### src/rtl/pll_lock_reset_sequencer_pkg.sv
// Shared types and sizing helpers for the PLL lock reset sequencer.
package pll_lock_seq_pkg;

    typedef enum logic [1:0] {
        WAIT_LOCK = 2'd0,
        STABILIZE = 2'd1,
        RELEASE   = 2'd2,
        RUN       = 2'd3
    } seq_state_e;

    // Bits needed to hold every value from 0 up to and including limit.
    function automatic int cnt_width(input int limit);
        return (limit < 1) ? 1 : $clog2(limit + 1);
    endfunction

endpackage

### src/rtl/pll_lock_reset_sequencer_if.sv
// Lock input and staged-reset outputs of the sequencer, grouped as one bundle.
interface pll_lock_reset_sequencer_if #(
    parameter int STAGES         = 3,
    parameter int LOSS_CNT_WIDTH = 8
);
    logic                      locked_async;
    logic [STAGES-1:0]         rst_n_out;
    logic                      ready;
    logic                      lock_lost;
    logic [LOSS_CNT_WIDTH-1:0] loss_count;

    modport master (input locked_async, output rst_n_out, ready, lock_lost, loss_count);
    modport slave  (output locked_async, input rst_n_out, ready, lock_lost, loss_count);
endinterface

### src/rtl/pll_lock_reset_sequencer_sync_2ff.sv
// Generic single-bit two-flop synchronizer, cleared to 0 by a synchronous active-low reset.
module sync_2ff (
    input  logic clk,
    input  logic reset,
    input  logic d,
    output logic q
);
    logic [1:0] sync_q;
    logic [1:0] sync_d;

    always_comb sync_d = {sync_q[0], d};

    always_ff @(posedge clk) begin
        if (!reset) sync_q <= '0;
        else        sync_q <= sync_d;
    end

    assign q = sync_q[1];
endmodule

### src/rtl/pll_lock_reset_sequencer.sv
// Qualifies the PLL lock flag and releases staged active-low resets in index order;
// any lock loss after qualification re-asserts every reset and is counted.
module pll_lock_reset_sequencer
    import pll_lock_seq_pkg::*;
#(
    parameter int STABLE_CYCLES  = 1024,
    parameter int STAGES         = 3,
    parameter int STAGE_GAP      = 16,
    parameter int LOSS_CNT_WIDTH = 8
) (
    input  logic                           clk,
    input  logic                           reset,
    pll_lock_reset_sequencer_if.master     bus
);
    localparam int CNT_W = cnt_width(STABLE_CYCLES);
    localparam int GAP_W = cnt_width(STAGE_GAP);
    localparam logic [CNT_W-1:0] STABLE_LAST = CNT_W'(STABLE_CYCLES - 1);
    localparam logic [GAP_W-1:0] GAP_LAST    = GAP_W'(STAGE_GAP - 1);

    logic lk_s;

    sync_2ff u_lock_sync (
        .clk   (clk),
        .reset (reset),
        .d     (bus.locked_async),
        .q     (lk_s)
    );

    seq_state_e                state_q, state_d;
    logic [CNT_W-1:0]          cnt_q, cnt_d;
    logic [GAP_W-1:0]          gap_q, gap_d;
    logic [STAGES-1:0]         rst_n_q, rst_n_d;
    logic                      ready_q, ready_d;
    logic                      lost_q, lost_d;
    logic [LOSS_CNT_WIDTH-1:0] loss_cnt_q, loss_cnt_d;

    always_comb begin
        state_d    = state_q;
        cnt_d      = cnt_q;
        gap_d      = gap_q;
        rst_n_d    = rst_n_q;
        ready_d    = ready_q;
        lost_d     = 1'b0;
        loss_cnt_d = loss_cnt_q;
        case (state_q)
            WAIT_LOCK: begin
                cnt_d = '0;
                if (lk_s) begin
                    state_d = STABILIZE;
                    cnt_d   = CNT_W'(1);
                end
            end
            STABILIZE: begin
                // A drop here is startup chatter, not a loss: the lock was never qualified.
                if (!lk_s) begin
                    state_d = WAIT_LOCK;
                    cnt_d   = '0;
                end else if (cnt_q == STABLE_LAST) begin
                    rst_n_d = STAGES'(1);
                    gap_d   = '0;
                    state_d = RELEASE;
                    if (rst_n_d[STAGES-1]) begin
                        ready_d = 1'b1;
                        state_d = RUN;
                    end
                end else begin
                    cnt_d = cnt_q + 1'b1;
                end
            end
            RELEASE, RUN: begin
                // Loss takes priority over any stage release scheduled on this edge.
                if (!lk_s) begin
                    state_d = WAIT_LOCK;
                    cnt_d   = '0;
                    gap_d   = '0;
                    rst_n_d = '0;
                    ready_d = 1'b0;
                    lost_d  = 1'b1;
                    if (loss_cnt_q != '1) loss_cnt_d = loss_cnt_q + 1'b1;
                end else if (state_q == RELEASE) begin
                    if (gap_q == GAP_LAST) begin
                        gap_d   = '0;
                        rst_n_d = (rst_n_q << 1) | STAGES'(1);
                        if (rst_n_d[STAGES-1]) begin
                            ready_d = 1'b1;
                            state_d = RUN;
                        end
                    end else begin
                        gap_d = gap_q + 1'b1;
                    end
                end
            end
            default: state_d = WAIT_LOCK;
        endcase
    end

    always_ff @(posedge clk) begin
        if (!reset) begin
            state_q    <= WAIT_LOCK;
            cnt_q      <= '0;
            gap_q      <= '0;
            rst_n_q    <= '0;
            ready_q    <= 1'b0;
            lost_q     <= 1'b0;
            loss_cnt_q <= '0;
        end else begin
            state_q    <= state_d;
            cnt_q      <= cnt_d;
            gap_q      <= gap_d;
            rst_n_q    <= rst_n_d;
            ready_q    <= ready_d;
            lost_q     <= lost_d;
            loss_cnt_q <= loss_cnt_d;
        end
    end

    assign bus.rst_n_out  = rst_n_q;
    assign bus.ready      = ready_q;
    assign bus.lock_lost  = lost_q;
    assign bus.loss_count = loss_cnt_q;
endmodule

### src/flat_wrapper.sv
// flat-port wrapper written by rule: the top's interface ports become plain ports
module pll_lock_reset_sequencer_flat import pll_lock_seq_pkg::*;
#(
    parameter int STABLE_CYCLES  = 1024,
    parameter int STAGES         = 3,
    parameter int STAGE_GAP      = 16,
    parameter int LOSS_CNT_WIDTH = 8
)
  (clk, reset, bus_locked_async, bus_rst_n_out, bus_ready, bus_lock_lost, bus_loss_count);
  pll_lock_reset_sequencer_if #(.STAGES(STAGES), .LOSS_CNT_WIDTH(LOSS_CNT_WIDTH)) bus_i ();
  input  logic clk;
  input  logic reset;
  input wire logic [$bits(bus_i.locked_async)-1:0] bus_locked_async;
  output wire logic [$bits(bus_i.rst_n_out)-1:0] bus_rst_n_out;
  output wire logic [$bits(bus_i.ready)-1:0] bus_ready;
  output wire logic [$bits(bus_i.lock_lost)-1:0] bus_lock_lost;
  output wire logic [$bits(bus_i.loss_count)-1:0] bus_loss_count;
  assign bus_i.locked_async = bus_locked_async;
  assign bus_rst_n_out = bus_i.rst_n_out;
  assign bus_ready = bus_i.ready;
  assign bus_lock_lost = bus_i.lock_lost;
  assign bus_loss_count = bus_i.loss_count;
  pll_lock_reset_sequencer #(.STABLE_CYCLES(STABLE_CYCLES), .STAGES(STAGES), .STAGE_GAP(STAGE_GAP), .LOSS_CNT_WIDTH(LOSS_CNT_WIDTH)) u_core (.clk(clk), .reset(reset), .bus(bus_i));
endmodule
### config.mk
export PLATFORM = sky130hd
export DESIGN_NAME = pll_lock_reset_sequencer_flat
export DESIGN_NICKNAME = d
export VERILOG_FILES = /design/src/rtl/pll_lock_reset_sequencer_pkg.sv /design/src/rtl/pll_lock_reset_sequencer_if.sv /design/src/rtl/pll_lock_reset_sequencer_sync_2ff.sv /design/src/rtl/pll_lock_reset_sequencer.sv /design/src/flat_wrapper.sv
export SDC_FILE = /design/constraint.sdc
export NUM_CORES = 1
export LEC_CHECK = 0
export CELL_PAD_IN_SITES_DETAIL_PLACEMENT = 1
export CELL_PAD_IN_SITES_GLOBAL_PLACEMENT = 1
export CORE_ASPECT_RATIO = 1.2
export CORE_MARGIN = 2
export CORE_UTILIZATION = 45
export DETAILED_ROUTE_END_ITERATION = 16
export PLACE_DENSITY_LB_ADDON = 0.1
export SYNTH_ARGS = -nofsm -noshare
export SYNTH_HDL_FRONTEND = slang
export SYNTH_SLANG_ARGS = --single-unit
### constraint.sdc
create_clock -name clk -period 4.15 [get_ports clk]
set_input_delay 0.6225 -clock clk [delete_from_list [all_inputs] [get_ports clk]]
set_output_delay 0.6225 -clock clk [all_outputs]
set_load 0.02 [all_outputs]
== Word-level counts from Yosys, hierarchy flattened ==
Cells that the tools add are included.

* Input bits: 3
* Word-level logic and storage cells: 70
* Register bits after elaboration: 33
* Output and inout bits: 13

* Equality and inequality tests: 18
* Add/sub/neg operators: 3
* Mux-type cells: 30
* Reduce and logical (&&, ||, !) cells: 10
* Bitwise logic cells: 1

{| class="wikitable"
|+ Operators by type and width
! operator !! count
|-
| $mux 11 || 3
|-
| $pmux 11 s3 || 1
|-
| $mux 5 || 5
|-
| $mux 3 || 5
|-
| $mux 2 || 7
|-
| $ne 3x2->1 const B || 4
|-
| $add 11x1->11 const B || 1
|-
| $eq 11x10->1 const B || 1
|-
| $pmux 5 s2 || 1
|-
| $reduce_and 5->1 || 2
|-
| $add 8x1->8 const B || 1
|-
| $ne 2x1->1 const B || 4
|-
| $ne 8x8->1 const B || 1
|-
| $reduce_and 4->1 || 2
|-
| $mux 1 || 6
|-
| $ne 2x2->1 const B || 3
|-
| $pmux 2 s3 || 1
|-
| $pmux 3 s2 || 1
|-
| $add 5x1->5 const B || 1
|-
| $eq 5x4->1 const B || 1
|-
| $eq 2x2->1 const B || 2
|-
| $reduce_and 2->1 || 2
|-
| $ne 3x3->1 const B || 1
|-
| $reduce_and 3->1 || 1
|-
| 5 further kinds || 5
|}

== Depth between registers and ports, before layout ==
* Depth after elaboration: 5
* Mapped depth: 6
* Mapped depth without buffers: 5

== Cells and area by module ==
Synthesis repeated with hierarchy kept, for this count alone.

* Cells, all modules: 182
* Area, all modules: 1640.3 µm²

{| class="wikitable"
|+ By module, submodules not included
! module !! area an instance (µm²) !! cells each !! sequential area each (µm²) !! instances
|-
| pll_lock_reset_sequencer || 1587.8 || 178 || 620.6 || 1
|-
| sync_2ff || 52.6 || 4 || 40.0 || 1
|}

== Worst setup path after synthesis ==
OpenSTA, ideal clock, no wires.

* Path type: input -> register
* Start: in reset
* End: reg u_core.cnt_q[8]
* Setup time: 72 ps
* Stages: 6
* Required time: 4078 ps
* Arrival: 1665 ps
* Buffers on the path: 2
* Setup slack: 2414 ps
* Cells stage by stage: clkbuf_1 nand2_1 or2_2 clkbuf_1 or2_0 mux2i_1

{| class="wikitable"
|+ RTL lines
! element !! RTL line !! RTL
|-
| from (decl) || flat_wrapper.sv:12 || <nowiki>input logic reset;</nowiki>
|-
| to (signal assigned) || pll_lock_reset_sequencer.sv:108 || <nowiki>cnt_q <= cnt_d;</nowiki>
|-
| to (decl) || pll_lock_reset_sequencer.sv:30 || <nowiki>logic [CNT_W-1:0] cnt_q, cnt_d;</nowiki>
|}

==> flow_summary.toml <==
[run_status]
status = "finished, final reports clean"

[power_and_ir_drop]
peakVddDrop_mv = 0.245
power_leakage_uw = 0.000603
totalPowerFinal_uw = 571
power_density_nw_per_um2 = 312

[worst_setup_path]
crit_type = "in -> reg"
worstPathRequired_ps = 4380
crit_fanout = 17
endpoint_kind = "flip-flop"
worstPathArrival_ps = 2360
crit_family = "buffers and inverters"
cp.buffers_inverters = 1
slowest_stage = "clkdlybuf4s50_1"
slowest_delay_ps = 830
path_cells = "clkdlybuf4s50_1, nand2_1, or2_2, or2_0, mux2i_1"
ff2ff_setup_slack_ps = 2320
cp-start-kind = "input pin"
r2r_cells = 5
path_depth = 5

[job]
drv_cap = 0

[floorplan]
die_x_um = 58.4
io_pins = 16
die_h_um = 69.3
rows = 23
initial_core_util_pct = 47.4
core_um2 = 3370
die_area_um2 = 4040

[route]
ant_nets = 0
drt_iter0_drc = 45
drtPass1Iterations = 4
wirelength_um = 4260
drc = 0
wl_per_cell_um = 17.8
via_per_inst = 6.20
num_vias = 1481

[clock_network]
holdBufCountCts = 0
cts_tree = "done"
post-cts-setup-buffer-count = 0
htree_levels = 2
clockBufferDepth = 2
cts_sinks = 33
path_clk_slew_ps = 80
cts_buffers = 5
ctsResizeCount = 0
clkLatencyLatePin_ps = 290
clockRootBuffer = "clkbuf_8"

[finish]
drive_above_1_share_pct = 6.44
nNetsFinal = 207
layout_commonest_cell = "dfxtp_1"
diodes = 0
fin_cells = 239
syn2layout_area_growth_pct = 14.7
final_cell_mix = "dfxtp_1, nand2_1, nor2_1"
final_util_pct = 54.4

[timing]
slew_headroom_pct = 61.5
tightest_slew_ps = 575
tns_ps = 0
finalCritPeriodShare_pct = 51.2
fmax_mhz = 470
clock_skew_ps = 10.3
period_minus_slack_ps = 2130
grt_setup_unrepaired = "no"
finalHoldViolations = 0
drv_slew = 0
timing.final.setup_violations = 0

[grt]
grt_pass1_vias = 1466
grt-ovfl-total = 0
grt_pass1_wl_um = 7190
antenna_found_initial = 0
grt_max_degree = 18
grt_util_all_layers_pct = 23.0

[synthesis]
ys.flop_type = "dfxtp_1"
synthArstFlopShare_pct = 0
syn_area_per_cell_um2 = 8.49
synth_area_um2 = 1600
ys_ff_latch = 33
synth.distinct_cells = 47
synth_fp_nets = 194
yosysWarnings = 0
yosysSeqAreaShare_pct = 41.4
synthCells = 188
synth_edf_count = 0

[placement]
dpl.hpwl_um = 3040
io_buffers = 15
place_inst = 231
globalplace.congestion = 0.817

[worst_hold_path]
hold_depth = 2
holdCritPathClass = "reg -> reg"
path summary, 6_finish.rpt:
kind,startpoint,to
setup reg to reg,u_core.cnt_q[0],u_core.cnt_q[0]
setup / recovery,reset,u_core.cnt_q[8]
hold reg to reg,u_core.gap_q[4],u_core.gap_q[4]
hold / removal,u_core.gap_q[4],u_core.gap_q[4]
layer usage:
layer / vias to the layer above / global-route usage [%] / share of wire [%]
li1: 721 / - / -
met1: 732 / 27.2 / 43
met2: 18 / 38.2 / 52
met3: 10 / 4.66 / 2.2
met4: 0 / 11.9 / 2.7
met5: - / 0 / 0
cells in the mapped netlist (2+ instances only):
cell	number	share of area (%)
dfxtp_1	33	41
nand2_1	25	5.9
nor2_1	17	4.0
a21oi_1	13	4.1
nand3_1	10	3.1
o21ai_0	7	2.2
and2_1	4	1.6
clkbuf_1	4	0.94
nand4_1	4	1.6
nor4_1	4	1.6
o21a_1	4	1.9
o31ai_1	4	1.9
or3_1	4	1.6
buf_2	3	0.94
ha_1	3	2.4
inv_1	3	0.71
mux2i_1	3	1.9
nand4b_1	3	1.6
nor3_1	3	0.94
or4_1	3	1.4
xnor2_1	3	1.6
a211oi_1	2	0.94
and4_1	2	1.1
nand2b_1	2	0.78
nor2b_1	2	0.78
o221a_2	2	1.4
power by group:
group,total [µW],internal [µW],switching [µW]
clock network,240,116,124
registers,320,318,2.37
logic,10.4,4.00,6.41
logic make-up after synthesis:
kind of cell / share of synthesized area, %
simple gates: 31.2
flops: 41.4
compound gates: 17.2
xor+xnor: 2.19
mux: 1.88
fa+ha+maj: 2.35
buf+inv: 3.76
worst reg2reg max path, delay by kind of cell (launching register included):
family | cells | cell delay (ps)
AO/OA/AOI/OAI | 2 | 420
adder cells (fa/ha/maj) | 1 | 270
AND/OR/NAND/NOR | 2 | 590
flip-flops | 1 | 440
area by class of cell:
cell class	instances	area, µm²
clock buffers	5	68.8
well taps	37	46.3
repair buffers	15	150
clock inverters	3	17.5
fillers	411	1540
inverters	3	11.3
multi-input cells	143	876
flip-flops and latches	33	661
per-stage QoR:
step | setup WS [ps] | area, µm² | hold slack (ps)
4_1_cts | 2010 | 1830 | 443
3_5_place_dp | 1720 | 1740 | 431
3_3_place_gp | 1780 | 1740 | 416
2_1_floorplan | 2410 | 1600 | 412
5_1_grt | 1870 | 1830 | 462
6_report | 2020 | 1830 | 438
registers in the layout, summed over array words and instances (netlist names):
name and cells:
u_core.bus.lock_lost 1, u_core.bus.loss_count 8, u_core.bus.ready 1, u_core.bus.rst_n_out 3, u_core.cnt_q 11, u_core.gap_q 5
u_core.state_q 2, u_core.u_lock_sync.sync_q 2
(Power assumes the default switching activity.)
